`config.mk`:
```
export PLATFORM = sky130hd
export DESIGN_NAME = logic_unit_pipe_flat
export DESIGN_NICKNAME = d
export VERILOG_FILES = /design/src/rtl/logic_unit_pipe_if.sv /design/src/rtl/logic_unit_pipe.sv /design/src/flat_wrapper.sv
export SDC_FILE = /design/constraint.sdc
export NUM_CORES = 1
export LEC_CHECK = 0
export CORE_MARGIN = 2
export CORE_UTILIZATION = 52
export CTS_CLUSTER_DIAMETER = 120
export DETAILED_ROUTE_END_ITERATION = 6
export PLACE_DENSITY_LB_ADDON = 0.12
export SYNTH_ARGS = -nofsm -noshare
export SYNTH_HDL_FRONTEND = slang
export SYNTH_SLANG_ARGS = --single-unit
export TNS_END_PERCENT = 10
```
`constraint.sdc`:
```
create_clock -name clk -period 2.9 [get_ports clk]
set_input_delay 0.58 -clock clk [delete_from_list [all_inputs] [get_ports clk]]
set_output_delay 0.58 -clock clk [all_outputs]
set_load 0.01 [all_outputs]
```
`src/rtl/logic_unit_pipe_if.sv`:
```
// Handshake and data bundle for logic_unit_pipe: operation request in, result plus flags out.
// The master drives operations and downstream ready; the slave is the pipelined unit.
interface logic_unit_pipe_if #(
  parameter int WIDTH = 4,
  parameter int CNT_W = 16
);
  logic             in_valid;
  logic             in_ready;
  logic [2:0]       op;
  logic [WIDTH-1:0] a;
  logic [WIDTH-1:0] b;
  logic             acc_en;
  logic             acc_clr;
  logic             out_valid;
  logic             out_ready;
  logic [WIDTH-1:0] result;
  logic             zero;
  logic             ones;
  logic             parity;
  logic [CNT_W-1:0] op_count;

  modport master (
    output in_valid, op, a, b, acc_en, acc_clr, out_ready,
    input  in_ready, out_valid, result, zero, ones, parity, op_count
  );

  modport slave (
    input  in_valid, op, a, b, acc_en, acc_clr, out_ready,
    output in_ready, out_valid, result, zero, ones, parity, op_count
  );
endinterface

```
`src/rtl/logic_unit_pipe.sv`:
```
// Two-stage pipelined bitwise logic unit with accumulator chaining, result flags
// and a completed-operation counter; valid/ready handshake on both sides.
module logic_unit_pipe #(
  parameter int WIDTH = 4,
  parameter int CNT_W = 16
) (
  input  logic              clk,
  input  logic              rst_n,
  logic_unit_pipe_if.slave  bus
);

  localparam logic [2:0] OP_AND  = 3'b000;
  localparam logic [2:0] OP_OR   = 3'b001;
  localparam logic [2:0] OP_NAND = 3'b010;
  localparam logic [2:0] OP_NOR  = 3'b011;
  localparam logic [2:0] OP_XOR  = 3'b100;
  localparam logic [2:0] OP_XNOR = 3'b101;
  localparam logic [2:0] OP_NOTA = 3'b110;

  // S1: captured operation
  logic [2:0]       s1_op_reg;
  logic [WIDTH-1:0] s1_a_reg;
  logic [WIDTH-1:0] s1_b_reg;
  logic             s1_acc_en_reg;
  logic             s1_valid_reg;

  // S2: result and flags
  logic [WIDTH-1:0] result_reg;
  logic             zero_reg;
  logic             ones_reg;
  logic             parity_reg;
  logic             s2_valid_reg;

  logic [WIDTH-1:0] acc_reg;
  logic [CNT_W-1:0] op_count_reg;

  logic             s1_ready;
  logic             in_fire;
  logic             s1_fire;
  logic             out_fire;
  logic [WIDTH-1:0] opnd_a;
  logic [WIDTH-1:0] calc_result;

  assign s1_ready = !s2_valid_reg || bus.out_ready;
  assign in_fire  = bus.in_valid && bus.in_ready;
  assign s1_fire  = s1_valid_reg && s1_ready;
  assign out_fire = s2_valid_reg && bus.out_ready;

  // acc is read before any same-edge clear or update takes effect
  assign opnd_a = s1_acc_en_reg ? acc_reg : s1_a_reg;

  function automatic logic bit_op(input logic [2:0] op, input logic x, input logic y);
    logic r;
    case (op)
      OP_AND:  r = x & y;
      OP_OR:   r = x | y;
      OP_NAND: r = ~(x & y);
      OP_NOR:  r = ~(x | y);
      OP_XOR:  r = x ^ y;
      OP_XNOR: r = ~(x ^ y);
      OP_NOTA: r = ~x;
      default: r = y;
    endcase
    return r;
  endfunction

  for (genvar gi = 0; gi < WIDTH; gi++) begin : g_bit
    assign calc_result[gi] = bit_op(s1_op_reg, opnd_a[gi], s1_b_reg[gi]);
  end

  always_ff @(posedge clk or negedge rst_n) begin
    if (!rst_n) begin
      s1_op_reg     <= '0;
      s1_a_reg      <= '0;
      s1_b_reg      <= '0;
      s1_acc_en_reg <= 1'b0;
      s1_valid_reg  <= 1'b0;
    end else if (in_fire) begin
      s1_op_reg     <= bus.op;
      s1_a_reg      <= bus.a;
      s1_b_reg      <= bus.b;
      s1_acc_en_reg <= bus.acc_en;
      s1_valid_reg  <= 1'b1;
    end else if (s1_fire) begin
      s1_valid_reg  <= 1'b0;
    end
  end

  always_ff @(posedge clk or negedge rst_n) begin
    if (!rst_n) begin
      result_reg   <= '0;
      zero_reg     <= 1'b1;
      ones_reg     <= 1'b0;
      parity_reg   <= 1'b0;
      s2_valid_reg <= 1'b0;
    end else if (s1_fire) begin
      result_reg   <= calc_result;
      zero_reg     <= ~|calc_result;
      ones_reg     <= &calc_result;
      parity_reg   <= ^calc_result;
      s2_valid_reg <= 1'b1;
    end else if (out_fire) begin
      s2_valid_reg <= 1'b0;
    end
  end

  // Clear wins over the chaining update on the same edge
  always_ff @(posedge clk or negedge rst_n) begin
    if (!rst_n) begin
      acc_reg <= '0;
    end else if (bus.acc_clr) begin
      acc_reg <= '0;
    end else if (s1_fire) begin
      acc_reg <= calc_result;
    end
  end

  always_ff @(posedge clk or negedge rst_n) begin
    if (!rst_n) begin
      op_count_reg <= '0;
    end else if (out_fire) begin
      op_count_reg <= op_count_reg + 1'b1;
    end
  end

  assign bus.in_ready  = !s1_valid_reg || s1_ready;
  assign bus.out_valid = s2_valid_reg;
  assign bus.result    = result_reg;
  assign bus.zero      = zero_reg;
  assign bus.ones      = ones_reg;
  assign bus.parity    = parity_reg;
  assign bus.op_count  = op_count_reg;

endmodule

```
`src/flat_wrapper.sv`:
```
// flat-port wrapper written by rule: the top's interface ports become plain ports
module logic_unit_pipe_flat 
#(
  parameter int WIDTH = 4,
  parameter int CNT_W = 16
)
  (clk, rst_n, bus_in_valid, bus_op, bus_a, bus_b, bus_acc_en, bus_acc_clr, bus_out_ready, bus_in_ready, bus_out_valid, bus_result, bus_zero, bus_ones, bus_parity, bus_op_count);
  logic_unit_pipe_if #(.WIDTH(WIDTH), .CNT_W(CNT_W)) bus_i ();
  input  logic clk;
  input  logic rst_n;
  input wire logic [$bits(bus_i.in_valid)-1:0] bus_in_valid;
  input wire logic [$bits(bus_i.op)-1:0] bus_op;
  input wire logic [$bits(bus_i.a)-1:0] bus_a;
  input wire logic [$bits(bus_i.b)-1:0] bus_b;
  input wire logic [$bits(bus_i.acc_en)-1:0] bus_acc_en;
  input wire logic [$bits(bus_i.acc_clr)-1:0] bus_acc_clr;
  input wire logic [$bits(bus_i.out_ready)-1:0] bus_out_ready;
  output wire logic [$bits(bus_i.in_ready)-1:0] bus_in_ready;
  output wire logic [$bits(bus_i.out_valid)-1:0] bus_out_valid;
  output wire logic [$bits(bus_i.result)-1:0] bus_result;
  output wire logic [$bits(bus_i.zero)-1:0] bus_zero;
  output wire logic [$bits(bus_i.ones)-1:0] bus_ones;
  output wire logic [$bits(bus_i.parity)-1:0] bus_parity;
  output wire logic [$bits(bus_i.op_count)-1:0] bus_op_count;
  assign bus_i.in_valid = bus_in_valid;
  assign bus_i.op = bus_op;
  assign bus_i.a = bus_a;
  assign bus_i.b = bus_b;
  assign bus_i.acc_en = bus_acc_en;
  assign bus_i.acc_clr = bus_acc_clr;
  assign bus_i.out_ready = bus_out_ready;
  assign bus_in_ready = bus_i.in_ready;
  assign bus_out_valid = bus_i.out_valid;
  assign bus_result = bus_i.result;
  assign bus_zero = bus_i.zero;
  assign bus_ones = bus_i.ones;
  assign bus_parity = bus_i.parity;
  assign bus_op_count = bus_i.op_count;
  logic_unit_pipe #(.WIDTH(WIDTH), .CNT_W(CNT_W)) u_core (.clk(clk), .rst_n(rst_n), .bus(bus_i));
endmodule
```
==> summary.txt <==
Cells and area
  – Commonest non-fill, non-tap cells in the layout: clkdlybuf4s50_1 (40), dfrtp_1 (40), nand2_1 (26)
  – N_diodes: 0
  – Register area: between 1000 and 1500 µm²
  – Area Overhead vs Synth: 23.52%
  – Filler Cells Inserted: 335
  – Layout cell share with drive strength beyond 1: 0.1080
  – Nets: 280
  – Multi-input gate area: 1089 µm²
  – Max reg flops: 16

Die
  – Starting density of the core: 0.5455
  – Core area: slightly above 4000 µm²
  – Die area: around 4800 µm²
  – Chip width: ~70 µm
  – I/O pin total: 42
  – Row cnt: 23
  – Die height: slightly below 70 µm

Route
  – 1st-iter DRT viols: 65
  – Final WL: between 3000 and 4000 µm
  – Via/cell ratio: roughly 5.3
  – Vias: 1582
  – Post-route ant nets: 0
  – Drt first pass iters: 5
  – # DRC: 0
  – DR WL/cell: 12.97 µm

Setup path
  – Setup crit end kind: register
  – Critical Path AT: 2.80 ns
  – Max FO, Critical Path: 5
  – Reg2Reg Launch Point: u_core.s1_acc_en_reg
  – Crit Path Category: register to register
  – Setup crit start: u_core.s1_acc_en_reg
  – Critical path launch point type: register
  – Worst Path Required: roughly 3.1 ns

Synthesis
  – Syn Nets: around 240
  – Biggest area consumer among synthesized cells: dfrtp_1
  – Top_reg_cell synth: dfrtp_1
  – Yosys warns: 0
  – Seq/Total Area, Yosys: 0.4641
  – Avg Cell Area, Syn: between 10 and 15 µm²
  – Area of the mapped netlist: 2213 µm²
  – Synth cell types: 37
  – Mapped Cells: between 200 and 250
  – Leading post-synthesis cells by cell area: dfrtp_1 (45%), ha_1 (7.3%), mux2_2 (7.1%), xnor2_1 (6.3%), nand2_1 (4.4%)
  – Asr flop ratio synth: 1.000
  – Synth top area share: 0.4522
  – Post-synth EDFFs: 0
  – Synthesis-stage register bit count: 41

STA
  – RSZ-0062 raised after global routing: false
  – Setup Skew: roughly 0.0040 ns
  – Setup TNS: 0 ns
  – F_max: about 390 MHz
  – Final Hold Fails: 0
  – Final Cycle Share: 0.8927
  – Min Tclk post-route: 2.589 ns
  – Slew margin rel.: 0.4110
  – Worst slew pin tran: about 0.88 ns
  – Max-slew violations: 0
  – Final setup fails: 0

Clock network
  – CTS tree: done
  – Clock Path Buffers: 2
  – Clock Latency Late Sink: 0.28 ns
  – CTS H-tree depth: 2
  – Clock-pin slew on the worst setup and hold paths: approximately 0.070 ns
  – CTS root buf: clkbuf_8
  – Num CTS Buffers: 5
  – Clock Sinks: 41

Global routing
  – First-pass GRT wire length: 7127 µm
  – Gr ovfl total: 0
  – Antenna violations before repair: 0
  – Number of global-route vias before repair: about 1500
  – Largest net degree at the start of global routing: 42
  – Total GRT Usage: 0.1848

Run status
  – Status: completed

Power
  – Cell Pwr Density: just under 700 nW/µm²
  – Total Power: approximately 1.9 mW
  – LEAKAGE: about 1.2 nW
  – Peak supply drop: between 0.0004 and 0.0005 V

Flow run
  – Max Cap Viol: 0

Place
  – GP Congestion: roughly 0.8
  – Port Buffers: 41
  – Post-DP HPWL: about 3000 µm

Min path
  – Hold Path Class: input pin to async pin
worst paths after layout:
check | to | slack (ns) | depth (start not counted)
max | u_core.bus.parity | 0.31 | 10
min in group clk | u_core.bus.op_count[15] | 0.47 | 1
max in group asynchronous | u_core.acc_reg[1] | 1.93 | 1
min | u_core.bus.result[2] | 0.41 | 1
max reg2reg | u_core.bus.parity | 0.31 | 10
min reg2reg | u_core.bus.op_count[15] | 0.47 | 1
power by group:
group          leakage (nW)  switching, mW  internal [mW]
combinational         0.690          0.288          0.395
clock                0.0443          0.177          0.189
sequential            0.513          0.126          0.687
Yosys cell counts (2+ instances only):
master,number
clkbuf_1,4
ha_1,13
dfrtp_1,40
inv_1,15
mux2_4,2
mux2_2,14
nand2_1,26
nor3_1,5
nand4_1,4
o21a_1,2
mux2i_1,4
xnor2_1,16
nand3_1,6
o211a_1,2
a21oi_1,4
nor2b_1,3
o21ai_0,8
and2_1,2
nor2_1,7
o211ai_1,5
xor2_1,6
nand2b_1,4
buf_2,3
timing repair:
action,in CTS,in global routing
resized for setup,0,1
hold buffers,0,0
setup endpoints to repair,0,1
buffers inserted,0,0
critical path, stage by stage (launching register included):
cell and delay, ns:
dfrtp_1 0.48, mux2i_1 0.35, inv_1 0.08, ha_1 0.17
nor2b_1 0.13, o21a_1 0.18, o311ai_0 0.38, o21ai_1 0.18
ha_1 0.32, xnor2_1 0.12, o21ai_0 0.12
routing by layer:
layer,wire length (µm),vias up,track usage
met2,1688,37,0.2735
met1,1968,751,0.2684
li1,-,790,-
met3,190,4,0.04070
met5,0,-,0
met4,44,0,0.06536
cell families (layout without fill, tap and decap cells):
logic type | count (synthesis) | count (layout) | share of synthesized area
simple gates | 62 | 62 | 0.1351
mux | 21 | 21 | 0.1131
compound gates | 27 | 27 | 0.08310
flops | 41 | 41 | 0.4641
xor+xnor | 22 | 22 | 0.08705
buf+inv | 23 | 64 | 0.04409
fa+ha+maj | 13 | 13 | 0.07349
through the flow:
step	instance area (µm²)	worst slack [ns]	util	hold slack (ns)	std cells
after CTS	2734	0.2606	0.6738	0.4529	300
final	2734	0.3112	0.6738	0.4134	300
after global routing	2734	0.02992	0.6738	0.4919	300
after detailed placement	2648	0.2817	0.6525	0.4600	293
after floorplan	2213	0.4843	-	0.2844	209
after global placement	2648	0.4095	0.6525	0.4616	293
area by class of cell:
class                      instances  share of cell area
tap                               50             0.02288
timing repair buffer              42              0.1510
multi-input combinational        145              0.3982
inverter                          15             0.02059
sequential                        41              0.3757
clock buffer                       7             0.03158
(Power assumes the default switching activity.)
